===== src/rtl/lsu.sv =====
// rtl/lsu.sv - RV32E load/store stage: one data-memory transaction per op, load formatting, rd handoff
module lsu #(
    parameter int TIMEOUT_CYC = 256
) (
    input  logic        i_clk,
    input  logic        i_rst,
    input  logic        i_exu_valid,
    output logic        o_lsu_ready,
    input  logic        i_exu_ld,
    input  logic        i_exu_st,
    input  logic [2:0]  i_exu_funct3,
    input  logic [31:0] i_exu_addr,
    input  logic [31:0] i_exu_st_data,
    input  logic [3:0]  i_exu_rd,
    output logic        o_lsu_valid,
    input  logic        i_wbu_ready,
    output logic [31:0] o_lsu_rd_data,
    output logic [3:0]  o_lsu_rd,
    output logic        o_lsu_wen,
    output logic        o_lsu_err,
    output logic [1:0]  o_lsu_err_cause,
    output logic        o_mem_req,
    input  logic        i_mem_gnt,
    output logic        o_mem_we,
    output logic [31:0] o_mem_addr,
    output logic [31:0] o_mem_wdata,
    output logic [3:0]  o_mem_wmask,
    input  logic        i_mem_rvalid,
    input  logic [31:0] i_mem_rdata
);
    localparam int CW = $clog2(TIMEOUT_CYC + 1);

    typedef enum logic [1:0] {S_IDLE, S_REQ, S_WAIT, S_DONE} state_t;

    state_t        r_state;
    state_t        w_next;
    logic [CW-1:0] r_cnt;
    logic [31:0]   r_addr;
    logic [2:0]    r_funct3;
    logic          w_accept;
    logic          w_is_mem;
    logic          w_illegal;
    logic          w_misalign;
    logic          w_timeout;
    logic [31:0]   w_shift;
    logic [31:0]   w_ld_data;

    assign w_accept  = i_exu_valid && (r_state == S_IDLE);
    assign w_is_mem  = i_exu_ld || i_exu_st;
    assign w_illegal = (i_exu_ld && i_exu_st)
                    || (i_exu_ld && (i_exu_funct3 == 3'b011 || i_exu_funct3 == 3'b110 || i_exu_funct3 == 3'b111))
                    || (i_exu_st && (i_exu_funct3 > 3'b010));
    assign w_misalign = w_is_mem && (((i_exu_funct3[1:0] == 2'b01) && i_exu_addr[0])
                                  || ((i_exu_funct3[1:0] == 2'b10) && (i_exu_addr[1:0] != 2'b00)));
    // Last allowed REQ/WAIT cycle: the counter was cleared on accept and counts cycles already spent.
    assign w_timeout = (r_cnt == CW'(TIMEOUT_CYC - 1));
    assign w_shift   = i_mem_rdata >> {r_addr[1:0], 3'b000};

    // Load data formatting: byte/half extracted from the shifted word, sign or zero extended.
    always_comb begin
        w_ld_data = w_shift;
        case (r_funct3)
            3'b000:  w_ld_data = {{24{w_shift[7]}}, w_shift[7:0]};
            3'b001:  w_ld_data = {{16{w_shift[15]}}, w_shift[15:0]};
            3'b100:  w_ld_data = {24'h0, w_shift[7:0]};
            3'b101:  w_ld_data = {16'h0, w_shift[15:0]};
            default: w_ld_data = w_shift;
        endcase
    end

    // State register.
    always_ff @(posedge i_clk or negedge i_rst) begin
        if (!i_rst) r_state <= S_IDLE;
        else        r_state <= w_next;
    end

    // Next-state logic; a grant/rvalid arriving on the last allowed cycle still completes the op.
    always_comb begin
        w_next = r_state;
        case (r_state)
            S_IDLE: if (w_accept) w_next = (w_illegal || w_misalign || !w_is_mem) ? S_DONE : S_REQ;
            S_REQ:  if (i_mem_gnt) w_next = o_mem_we ? S_DONE : S_WAIT;
                    else if (w_timeout) w_next = S_DONE;
            S_WAIT: if (i_mem_rvalid || w_timeout) w_next = S_DONE;
            S_DONE: if (i_wbu_ready) w_next = S_IDLE;
            default: w_next = S_IDLE;
        endcase
    end

    // Handshake outputs are pure state decodes.
    always_comb begin
        o_lsu_ready = (r_state == S_IDLE);
        o_mem_req   = (r_state == S_REQ);
        o_lsu_valid = (r_state == S_DONE);
    end

    // Datapath: latch the op on accept, build the bus payload, and record the result.
    always_ff @(posedge i_clk or negedge i_rst) begin
        if (!i_rst) begin
            r_cnt           <= '0;
            r_addr          <= '0;
            r_funct3        <= '0;
            o_lsu_rd_data   <= '0;
            o_lsu_rd        <= '0;
            o_lsu_wen       <= 1'b0;
            o_lsu_err       <= 1'b0;
            o_lsu_err_cause <= 2'b00;
            o_mem_we        <= 1'b0;
            o_mem_addr      <= '0;
            o_mem_wdata     <= '0;
            o_mem_wmask     <= '0;
        end else begin
            case (r_state)
                S_IDLE: if (w_accept) begin
                    r_cnt    <= '0;
                    r_addr   <= i_exu_addr;
                    r_funct3 <= i_exu_funct3;
                    o_lsu_rd <= i_exu_rd;
                    o_lsu_rd_data <= i_exu_addr;
                    if (w_illegal || w_misalign) begin
                        o_lsu_wen       <= 1'b0;
                        o_lsu_err       <= 1'b1;
                        o_lsu_err_cause <= w_illegal ? 2'b10 : 2'b01;
                    end else if (!w_is_mem) begin
                        o_lsu_wen       <= (i_exu_rd != 4'd0);
                        o_lsu_err       <= 1'b0;
                        o_lsu_err_cause <= 2'b00;
                    end else begin
                        o_lsu_wen       <= 1'b0;
                        o_lsu_err       <= 1'b0;
                        o_lsu_err_cause <= 2'b00;
                        o_mem_we        <= i_exu_st;
                        o_mem_addr      <= {i_exu_addr[31:2], 2'b00};
                        if (!i_exu_st) begin
                            o_mem_wdata <= '0;
                            o_mem_wmask <= '0;
                        end else begin
                            case (i_exu_funct3[1:0])
                                2'b00: begin
                                    o_mem_wdata <= {4{i_exu_st_data[7:0]}};
                                    o_mem_wmask <= 4'b0001 << i_exu_addr[1:0];
                                end
                                2'b01: begin
                                    o_mem_wdata <= {2{i_exu_st_data[15:0]}};
                                    o_mem_wmask <= 4'b0011 << i_exu_addr[1:0];
                                end
                                default: begin
                                    o_mem_wdata <= i_exu_st_data;
                                    o_mem_wmask <= 4'b1111;
                                end
                            endcase
                        end
                    end
                end
                S_REQ: begin
                    r_cnt <= r_cnt + 1'b1;
                    if (i_mem_gnt) begin
                        if (o_mem_we) o_lsu_rd_data <= '0;
                    end else if (w_timeout) begin
                        o_lsu_err       <= 1'b1;
                        o_lsu_err_cause <= 2'b11;
                    end
                end
                S_WAIT: begin
                    r_cnt <= r_cnt + 1'b1;
                    if (i_mem_rvalid) begin
                        o_lsu_rd_data <= w_ld_data;
                        o_lsu_wen     <= (o_lsu_rd != 4'd0);
                    end else if (w_timeout) begin
                        o_lsu_err       <= 1'b1;
                        o_lsu_err_cause <= 2'b11;
                    end
                end
                default: ;
            endcase
        end
    end
endmodule


===== config.mk =====
export PLATFORM = sky130hd
export DESIGN_NAME = lsu
export DESIGN_NICKNAME = d
export VERILOG_FILES = /design/src/rtl/lsu.sv
export SDC_FILE = /design/constraint.sdc
export NUM_CORES = 1
export LEC_CHECK = 0
export ABC_AREA = 1
export BUFFER_PORTS_ARGS = -buffer_cell sky130_fd_sc_hd__buf_2
export CORE_AREA = 2 2 115 117
export CTS_CLUSTER_DIAMETER = 50
export DETAILED_ROUTE_END_ITERATION = 7
export DIE_AREA = 0 0 117 119
export PLACE_DENSITY = 0.83
export RECOVER_POWER = 25
export SLEW_MARGIN = 30
export SYNTH_ARGS = -nofsm -noshare
export SYNTH_HDL_FRONTEND = slang
export SYNTH_SLANG_ARGS = --single-unit

===== constraint.sdc =====
create_clock -name i_clk -period 3.21 [get_ports i_clk]
set_input_delay 0.642 -clock i_clk [delete_from_list [all_inputs] [get_ports i_clk]]
set_output_delay 0.642 -clock i_clk [all_outputs]
set_load 0.02 [all_outputs]

Word-level counts from Yosys, hierarchy flattened
Cells that the tools add are included.

Output and inout bits: 112. Flip-flop bits (word level): 123.

Add/sub/neg operators: 1. Reduce and logical (&&, ||, !) cells: 34. Order comparisons: 1. Eq/ne operators: 21. Bitwise logic cells: 1. Shifts and indexed selects: 3. Muxes and demuxes: 38.

Operators by type and width (number): 2-to-1 mux 32 bit (5); one-hot mux 32 bit (4 select lines) (1); one-hot mux 32 bit (3 select lines) (1); one-hot mux 32 bit (2 select lines) (1); right shift 32 x 5 -> 32 bit (1); 2-to-1 mux 2 bit (12); one-hot mux 9 bit (2 select lines) (1); == test 3 bit (second input constant) (4); AND reduction 4 bit (3); 2-to-1 mux 1 bit (10); adder 9 x 1 -> 9 bit (second input constant) (1); == test 9 x 8 -> 1 bit (second input constant) (1); logical OR 1 bit (9); 2-to-1 mux 9 bit (1); != test 2 x 1 -> 1 bit (second input constant) (4); != test 2 bit (second input constant) (4); one-hot mux 2 bit (4 select lines) (1); one-hot mux 4 bit (2 select lines) (1); nonzero test 4 bit (2); logical AND 1 bit (7); == test 2 bit (second input constant) (3); one-hot mux 2 bit (3 select lines) (1); nonzero test 2 bit (3); AND reduction 5 bit (1); 18 further kinds (21).

Longest topological paths before layout
Gate-level depths: netlist (run 1).

Depth after elaboration: 11. Depth in mapped cells: 11. Depth with buffers taken out: 11.

Worst setup path after synthesis (run 1)
No wires, ideal clock.

Path kind: reg2reg. From: register r_state[0]. To: register o_mem_wdata[11]. Clock period less this slack: 1934 ps. Arrival time: 1868 ps. Stages on the path, launching flop included: 9. Required time: 3143 ps. Buffers on the path: 2. Path slack: 1276 ps. Path through: dfrtp_1 inv_1 ha_1 nand2_1 clkinv_1 clkbuf_1 clkbuf_1 nand4_1 nand2_1.

Word-level cells in the longest chain between the ends: 3.

RTL lines: start: declaration (RTL line 35) `state_t r_state;`; start signal: assignment (RTL line 74) `else r_state <= w_next;`; logical NOT 2 bit *; named net o_lsu_ready (RTL line 8) `output logic o_lsu_ready,`; logical AND 1 bit (RTL line 48) `assign w_accept = i_exu_valid && (r_state == S_IDLE);`; AND reduction 4 bit (no line) *; end signal: assignment (RTL line 140) `o_mem_wdata <= {4{i_exu_st_data[7:0]}};`; end signal: assignment (RTL line 144) `o_mem_wdata <= {2{i_exu_st_data[15:0]}};`; end signal: assignment (RTL line 148) `o_mem_wdata <= i_exu_st_data;`; end: declaration (RTL line 26) `output logic [31:0] o_mem_wdata,`.

Mark *: on every way through the listed nets, which the timed path passes. The rest lies on a longest branch. A chain may end at the register's enable or synchronous reset.

Worst setup path in the final report (run 1)
From: register r_state[0]. To: register o_lsu_rd_data[23].

Word-level cells in the longest chain between the ends: 4. Elaborated cells on any way between the ends: 11. Classes of those cells: eq/ne (6); mux (1); reduce/logical (4).

RTL lines: logical NOT 2 bit (RTL line 48, 113); logical AND 1 bit (RTL line 48); != test 2 x 1 -> 1 bit (no line); AND reduction 5 bit (no line); end signal: assignment (RTL line 119) `o_lsu_rd_data <= i_exu_addr;`; end signal: assignment (RTL line 167) `o_lsu_rd_data <= w_ld_data;`; end: declaration (RTL line 17) `output logic [31:0] o_lsu_rd_data,`.

Several ways; a longest one is shown, not always the timed one.

==> results of run 1 <==
==> layer usage <==
layer,routed length (µm),part of all wire,GRT usage,vias up
li1,-,-,-,3567
met1,8800,0.41,0.408,3483
met2,10300,0.49,0.517,402
met3,1800,0.085,0.0667,34
met4,316,0.015,0.0846,0
met5,0,0,0,-
==> final cells by class <==
cell class                      count  share of cell area
Timing Repair Buffer              238               0.144
Multi-Input combinational cell    714               0.382
Inverter                           65              0.0281
Clock inverter                     11              0.0130
Clock buffer                       21              0.0530
Sequential cell                   123               0.355
Tap cell                          176              0.0254
==> metrics by stage <==
stage | total power, W | cell area (µm²) | hold slack (ns) | instances
floorplan | 0.00605 | 6940 | 0.346 | 971
global placement | 0.00751 | 8130 | 0.450 | 1316
detailed placement | 0.00761 | 8130 | 0.453 | 1316
CTS | 0.00947 | 8700 | 0.293 | 1348
global route | 0.0102 | 8680 | 0.482 | 1348
finish | 0.00946 | 8680 | 0.463 | 1348
==> flip-flops by register name (all words and copies together), names as in the netlist <==
signal,count
r_state,2
o_lsu_err_cause,2
r_funct3,3
o_lsu_wen,1
o_lsu_rd_data,32
r_addr,2
o_mem_addr,30
o_mem_wdata,32
o_lsu_err,1
o_lsu_rd,4
o_mem_wmask,4
o_mem_we,1
r_cnt,9
==> power by group through the flow <==
stage	registers (W)	clock network, W	logic (W)
finish	0.00278	0.00184	0.00484
global route	0.00287	0.00194	0.00539
CTS	0.00277	0.00186	0.00484
global placement	0.00278	0	0.00472
floorplan	0.00351	0	0.00255
detailed placement	0.00278	0	0.00483
==> logic make-up after synthesis <==
kind of cell / after synthesis
adder cells (fa/ha/maj): 6
XOR/XNOR: 1
buffers and inverters: 134
AO/OA/AOI/OAI: 143
other: 1
AND/OR/NAND/NOR: 562
flip-flops: 123
==> layout by cell type (no fill, tap or decap), types with 3 or more instances in the layout <==
master                      netlist  layout
sky130_fd_sc_hd__a21oi_1         77      77
sky130_fd_sc_hd__a31oi_1          8       8
sky130_fd_sc_hd__buf_2            5     219
sky130_fd_sc_hd__buf_4            4      16
sky130_fd_sc_hd__clkbuf_16        0      17
sky130_fd_sc_hd__clkinv_4         0       6
sky130_fd_sc_hd__dfrtp_1        123     123
sky130_fd_sc_hd__ha_1             6       6
sky130_fd_sc_hd__inv_1           59      59
sky130_fd_sc_hd__inv_2            2       4
sky130_fd_sc_hd__nand2_1        349     349
sky130_fd_sc_hd__nand3_1         27      27
sky130_fd_sc_hd__nand3_2          3       3
sky130_fd_sc_hd__nand4_1         72      72
sky130_fd_sc_hd__nor2_1          63      62
sky130_fd_sc_hd__nor2_2           2       3
sky130_fd_sc_hd__nor3_1          16      16
sky130_fd_sc_hd__nor3b_1         21      21
sky130_fd_sc_hd__o211ai_1         5       5
sky130_fd_sc_hd__o21ai_0         49      49
sky130_fd_sc_hd__or2_2            7       7
==> how the worst max path moves through the flow <==
stage,start,depth (start not counted),to
6_report,r_state[0],8,o_lsu_rd_data[23]
5_1_grt,r_state[0],8,o_lsu_rd_data[19]
4_1_cts,r_state[0],8,o_lsu_rd_data[23]
3_5_place_dp,i_exu_funct3[1],10,o_mem_wdata[20]
3_3_place_gp,i_exu_funct3[1],10,o_mem_wdata[20]
2_1_floorplan,r_state[0],8,o_mem_wdata[11]
==> critical path, stage by stage, from the launching register on <==
cell,delay [ns]
sky130_fd_sc_hd__dfrtp_1,0.39
sky130_fd_sc_hd__inv_1,0.10
sky130_fd_sc_hd__ha_1,0.30
sky130_fd_sc_hd__nand2_1,0.18
sky130_fd_sc_hd__nand2_1,0.14
sky130_fd_sc_hd__nor2_2,0.53
sky130_fd_sc_hd__buf_4,0.39
sky130_fd_sc_hd__nor2_1,0.08
sky130_fd_sc_hd__a21oi_1,0.13
==> metrics.md, run 1 <==
| Metric | Value |
|---|---|
| Run status | completed |
| Drt via density | 5.55 |
| Multi-input gate area in the final layout | 3320 µm² |
| Portion of the clock cycle consumed by the worst path in the final layout | 0.719 |
| Design internal power | approximately 0.0050 W |
| Clock latency of the later-clocked register in the worst-skew pair | 0.42 ns |
| Largest net degree at the start of global routing | 56 |
| First-pass detailed-route iteration total | 6 |
| Post-synthesis adder-cell area fraction | 0.0108 |
| Max-cap violations | 0 |
| Flop pwr share | 0.294 |
| Crit path time final | 2.31 ns |
| Commonest cells in the netlist | sky130_fd_sc_hd__nand2_1 (349), sky130_fd_sc_hd__dfrtp_1 (123), sky130_fd_sc_hd__a21oi_1 (77) |
| First-pass GRT wire length | 33,700 µm |
| Overall fraction of global-route tracks in use | 0.310 |
| Synth Area in XOR/XNOR | 0.00126 |
| Total count of max-transition violations in the final report | 0 |
| CTS Hold Buffers Added | 0 |
| Drt initial violations | around 900 |
| Starting density of the core | 0.539 |
| Endpoint required time on the critical path | 3.55 ns |
| Setup slack at placement | between 0.7 and 0.8 ns |
| Leakage dissipation | approximately 4.8 nW |
| Most used flip-flop cell after synthesis | sky130_fd_sc_hd__dfrtp_1 |
| Register clock-pin slew on the reported worst setup and hold paths | 0.06 ns |
| Count of buffers from port buffering | 220 |
| Worst Min Path Start | o_mem_addr[23] |
| Number of synthesized flops with an enable pin | 0 |
| Count of inserted antenna diode cells | 0 |
| Startpoint of the worst-slack reg-to-reg timing path | r_state[0] |
| Largest family of logic cells by synthesized area | simple AND/OR/NAND/NOR gates |
| Peak Freq | 433 MHz |
| Total of endpoints with negative setup slack in the final report | 0 |
| Library cells used by synthesis | 31 |
| Hold-critical path endpoint | o_mem_addr[23] |
| Most common cell in the netlist | sky130_fd_sc_hd__nand2_1 |
| Master cell of the clock root buffer | sky130_fd_sc_hd__clkbuf_16 |
| Area fraction in compound gates after synthesis | 0.107 |
| Worst Setup Slack, final | between 0.9 and 1 ns |
| Class of the tightest hold or removal check | flip-flop to flip-flop |
| Critical path fanouts, max | 24 |
| Placement Rows | 42 |
| Routed vias | roughly 7,500 |
| Total standard cell area after synthesis | 6940 µm² |
| Buffers from clock root to sink, at most | 2 |
| Overall die area | about 14,000 µm² |
| Share of power burned in the clock network | 0.195 |
| Data arrival, critical path | 2.65 ns |
| Count of clock tree sinks | 123 |
| Area fraction of the dominant cell type after synthesis | 0.444 |
| Floorplan core area | 12,900 µm² |
| Number of global-route vias before repair | 6,834 |
| Least-Margin Pin Slew | 1.37 ns |
| Number of post-CTS setup repair buffers | 0 |
| Weighted congestion reported at the end of routability-driven placement | 0.907 |
| Final TNS setup | 0 ns |
| Register Area | 3080 µm² |
| Setup slack of the most critical reg-to-reg path | 0.90 ns |
| Number of H-tree levels | 4 |
| Tightest slew margin relative to the limit | 0.0854 |
| Final-stage net count | 1,276 |
| Worst Setup Path Type | flip-flop to flip-flop |
| Share of final-layout standard cells stronger than drive strength 1 | 0.247 |
| Setup repair after global routing missed its margin | false |
| Horizontal extent of the die | 117 µm |
| Antenna violations before repair | 0 |
| Multiplexer share of the synthesized area | 0 |
| Ratio of total power to cell area | ~1100 nW/µm² |
| Nature of the critical path endpoint | flip-flop |
| Count of pins on the block boundary | roughly 220 |
| Worst ir drop on vdd | 0.515 mV |
| Final number of hold-violating endpoints | 0 |
| Floorplan die height | approximately 120 µm |
| Filler cell count | 1,150 |
| Depth of the worst register-to-register path | 8 |
| Cell types occupying the most area after synthesis | sky130_fd_sc_hd__dfrtp_1 (44%), sky130_fd_sc_hd__nand2_1 (19%), sky130_fd_sc_hd__nand4_1 (6.5%) |
| CTS tree | built |
| Reg-to-reg endpoint | o_lsu_rd_data[23] |
| Number of nets with antenna violations after routing | 0 |
| Flops & latches, synth | between 100 and 150 |
| Clock skew after layout | 0.0109 ns |
| HPWL Detailed | 15,300 µm |
| Sequential fraction of the synthesis area | 0.444 |
| Part of the total power dissipated in combinational logic | 0.511 |
| Sw power | 0.00449 W |
| Average wire per standard cell | approximately 16 µm |
| Mapped Cells | 970 |
| Kind of start point of the critical path | flip-flop |
| Hold path cells | 2 |
| Total CTS buffers | 17 |
| Post-detailed-routing wire length | 21,200 µm |
| DRC violation count after routing | 0 |
| Ys Warns | 0 |
| Post-synthesis cell type with the largest combined area | sky130_fd_sc_hd__dfrtp_1 |
| # resized after CTS | 0 |
| Simple-Gate Fraction of Synth Area | 0.357 |
| Mean post-synth cell area | between 7 and 8 µm² |
| GRT overflow | 0 |
| Switching share of power | 0.474 |
| Utilization of the core after routing | 0.674 |
| Area Overhead vs Synth | 25.2% |
| Proportion of synthesized flip-flops having asynchronous set or reset | 1.00 |
Power figures use the tool's default switching activity.
==> inputs of run 2 (changes only) <==
--- a/config.mk
+++ b/config.mk
@@ -7,11 +7,11 @@
 export LEC_CHECK = 0
 export ABC_AREA = 1
 export BUFFER_PORTS_ARGS = -buffer_cell sky130_fd_sc_hd__buf_2
-export CORE_AREA = 2 2 115 117
+export CORE_AREA = 2 2 119 121
 export CTS_CLUSTER_DIAMETER = 50
 export DETAILED_ROUTE_END_ITERATION = 7
-export DIE_AREA = 0 0 117 119
-export PLACE_DENSITY = 0.83
+export DIE_AREA = 0 0 121 123
+export PLACE_DENSITY = 0.78
 export RECOVER_POWER = 25
 export SLEW_MARGIN = 30
 export SYNTH_ARGS = -nofsm -noshare
==> constraint.sdc (replaced) <==
create_clock -name i_clk -period 2.2 [get_ports i_clk]
set_input_delay 0.44 -clock i_clk [delete_from_list [all_inputs] [get_ports i_clk]]
set_output_delay 0.44 -clock i_clk [all_outputs]
set_load 0.02 [all_outputs]
==> metrics.md, run 2 (synthesis results as in run 1) <==
| Metric | Value |
|---|---|
| Final number of hold-violating endpoints | 0 (unchanged) |
| Clock latency of the later-clocked register in the worst-skew pair | 0.43 ns (was 0.42 ns) |
| Share of final-layout standard cells stronger than drive strength 1 | 0.255 (was 0.247) |
| Tightest slew margin relative to the limit | 0.501 (was 0.0854) |
| Routed vias | 7,535 (was 7,486) |
| Max-cap violations | 0 (unchanged) |
| First-pass detailed-route iteration total | 5 (was 6) |
| Leakage dissipation | 4.86 nW (was 4.76 nW) |
| Portion of the clock cycle consumed by the worst path in the final layout | 0.890 (was 0.719) |
| HPWL Detailed | 15,400 µm (was 15,300 µm) |
| Drt initial violations | 723 (was 895) |
| Average wire per standard cell | 15.9 µm (was 15.7 µm) |
| Most common cell after layout, fill and taps aside | sky130_fd_sc_hd__nand2_1 (unchanged) |
| Peak Freq | 511 MHz (was 433 MHz) |
| DRC violation count after routing | 0 (unchanged) |
| Setup repair after global routing missed its margin | false (unchanged) |
| Total of endpoints with negative setup slack in the final report | 0 (unchanged) |
| Total CTS buffers | 17 (unchanged) |
| Starting density of the core | 0.510 (was 0.539) |
| Total count of max-transition violations in the final report | 0 (unchanged) |
| Kind of start point of the critical path | flip-flop (unchanged) |
| Final TNS setup | 0 ns (unchanged) |
| Clock skew after layout | 0.00891 ns (was 0.0109 ns) |
| Final-stage net count | 1,289 (was 1,276) |
| Most frequent cells in the layout | sky130_fd_sc_hd__nand2_1 (349), sky130_fd_sc_hd__buf_2 (219), sky130_fd_sc_hd__dfrtp_1 (123), sky130_fd_sc_hd__a21oi_1 (77), sky130_fd_sc_hd__nand4_1 (72) (unchanged) |
| Number of global-route vias before repair | 6,875 (was 6,834) |
| Class of the tightest hold or removal check | input port to flip-flop (was flip-flop to flip-flop) |
| Nature of the critical path endpoint | flip-flop (unchanged) |
| Filler cell count | 1,198 (was 1,150) |
| Placed cell count | 1,332 (was 1,316) |
| Largest registers | o_lsu_rd_data: 32 flops, o_mem_wdata: 32 flops, o_mem_addr: 30 flops (unchanged) |
| Floorplan core area | 13,600 µm² (was 12,900 µm²) |
| Buffers from clock root to sink, at most | 2 (unchanged) |
| Antenna violations before repair | 1 (was 0) |
| Run status | completed (unchanged) |
| Area post-placement | 8270 µm² (was 8130 µm²) |
| Register clock-pin slew on the reported worst setup and hold paths | 0.06 ns (about the same) |
| Drt via density | 5.52 (was 5.55) |
| Count of buffers from port buffering | 220 (unchanged) |
| Overall power of the completed layout | 0.0142 W (was 0.00946 W) |
| Master cell of the clock root buffer | sky130_fd_sc_hd__clkbuf_16 (unchanged) |
| Horizontal extent of the die | 121 µm (was 117 µm) |
| Count of clock tree sinks | 123 (unchanged) |
| Number of nets with antenna violations after routing | 0 (unchanged) |
| GRT overflow | 0 (unchanged) |
| Worst hold margin | 0.279 ns (was 0.463 ns) |
| Critical path fanouts, max | 24 (unchanged) |
| Count of inserted antenna diode cells | 0 (unchanged) |
| Crit path time final | 1.96 ns (was 2.31 ns) |
| Area Overhead vs Synth | 27.9% (was 25.2%) |
| Ratio of total power to cell area | 1600 nW/µm² (was 1090 nW/µm²) |
| Floorplan die height | 123 µm (was 119 µm) |
| Post-detailed-routing wire length | 21,700 µm (was 21,200 µm) |
| Worst Setup Path Type | flip-flop to flip-flop (unchanged) |
| Weighted congestion reported at the end of routability-driven placement | 0.924 (was 0.907) |
| Number of standard cells in the final layout excluding fillers | 1,365 (was 1,348) |
| First-pass GRT wire length | 34,100 µm (was 33,700 µm) |
| Overall fraction of global-route tracks in use | 0.293 (was 0.310) |
| Endpoint required time on the critical path | 2.49 ns (was 3.55 ns) |
| Placement Rows | 43 (was 42) |
| Overall die area | 14,900 µm² (was 13,900 µm²) |
| CTS tree | built (unchanged) |
| Data arrival, critical path | 2.25 ns (was 2.65 ns) |
| Area of all placed cells without fillers | 8870 µm² (was 8680 µm²) |
| Largest net degree at the start of global routing | 69 (was 56) |
| Worst ir drop on vdd | 1.09 mV (was 0.515 mV) |
| Count of pins on the block boundary | 223 (unchanged) |
| Number of H-tree levels | 4 (unchanged) |
| Least-Margin Pin Slew | 0.749 ns (was 1.37 ns) |
-- run 2: changes by cell type in the layout (fill, tap and decap cells not counted), sizes merged --
| cell | before | now |
|---|---|---|
| bufinv | 1 | 2 |
| inv | 65 | 64 |
| clkinv | 9 | 5 |
| dlygate4sd3 | 0 | 1 |
| buf | 236 | 248 |
| clkbuf | 23 | 25 |
| clkinvlp | 1 | 3 |
-- run 2: where the power goes --
group | internal (W) | switching [W] | leakage (nW)
combinational | 0.00239 | 0.00493 | 3.02
sequential | 0.00337 | 0.000665 | 1.54
clock | 0.00182 | 0.00105 | 0.292
total | 0.00757 | 0.00664 | 4.86
-- run 2: final cells by class --
cell class	instances	area (µm²)	area share
clock buffers	23	498	0.0561
clock inverters	9	110	0.0124
inverters	65	244	0.0275
multi-input cells	714	3320	0.374
flip-flops and latches	123	3080	0.347
well taps	180	225	0.0254
repair buffers	251	1400	0.157
-- run 2: final timing paths --
kind | cells after the start | startpoint | endpoint | slack, ns
worst min register to register | 2 | o_mem_addr[26] | o_mem_addr[26] | 0.46
min in group asynchronous | 2 | i_rst | o_lsu_rd_data[17] | 0.61
max in group asynchronous | 3 | i_rst | o_mem_wdata[28] | 0.39
worst min-delay path | 3 | i_exu_addr[14] | o_mem_addr[14] | 0.28
worst max register to register | 7 | r_state[1] | o_lsu_rd_data[20] | 0.24
worst max-delay path | 7 | r_state[1] | o_lsu_rd_data[20] | 0.24
-- run 2: per-stage QoR --
| stage | util | setup WS [ns] |
|---|---|---|
| global placement | 0.608 | 0.305 |
| CTS | 0.653 | 0.269 |
| global route | 0.652 | 0.0652 |
| finish | 0.652 | 0.242 |
| floorplan | - | 0.266 |
| detailed placement | 0.608 | 0.277 |
-- run 2: critical path: stages, from the launching register on --
cell,delay (ns)
sky130_fd_sc_hd__dfrtp_1,0.42
sky130_fd_sc_hd__inv_1,0.09
sky130_fd_sc_hd__ha_1,0.27
sky130_fd_sc_hd__nand2_1,0.20
sky130_fd_sc_hd__nand2_1,0.15
sky130_fd_sc_hd__buf_4,0.25
sky130_fd_sc_hd__nor3b_1,0.34
sky130_fd_sc_hd__a21oi_1,0.10
-- run 2: repair_timing --
action | CTS | global route
gates resized for setup | 0 | 0
hold buffers | 1 | 0
hold endpoints to repair | 22 | 0
setup buffers | 0 | 0
-- run 2: layer usage --
layer,global-route usage,vias up,wire (µm)
li1,-,3592,-
met1,0.382,3506,8950
met2,0.483,383,10300
met3,0.0572,52,1790
met4,0.118,2,589
met5,0,-,11
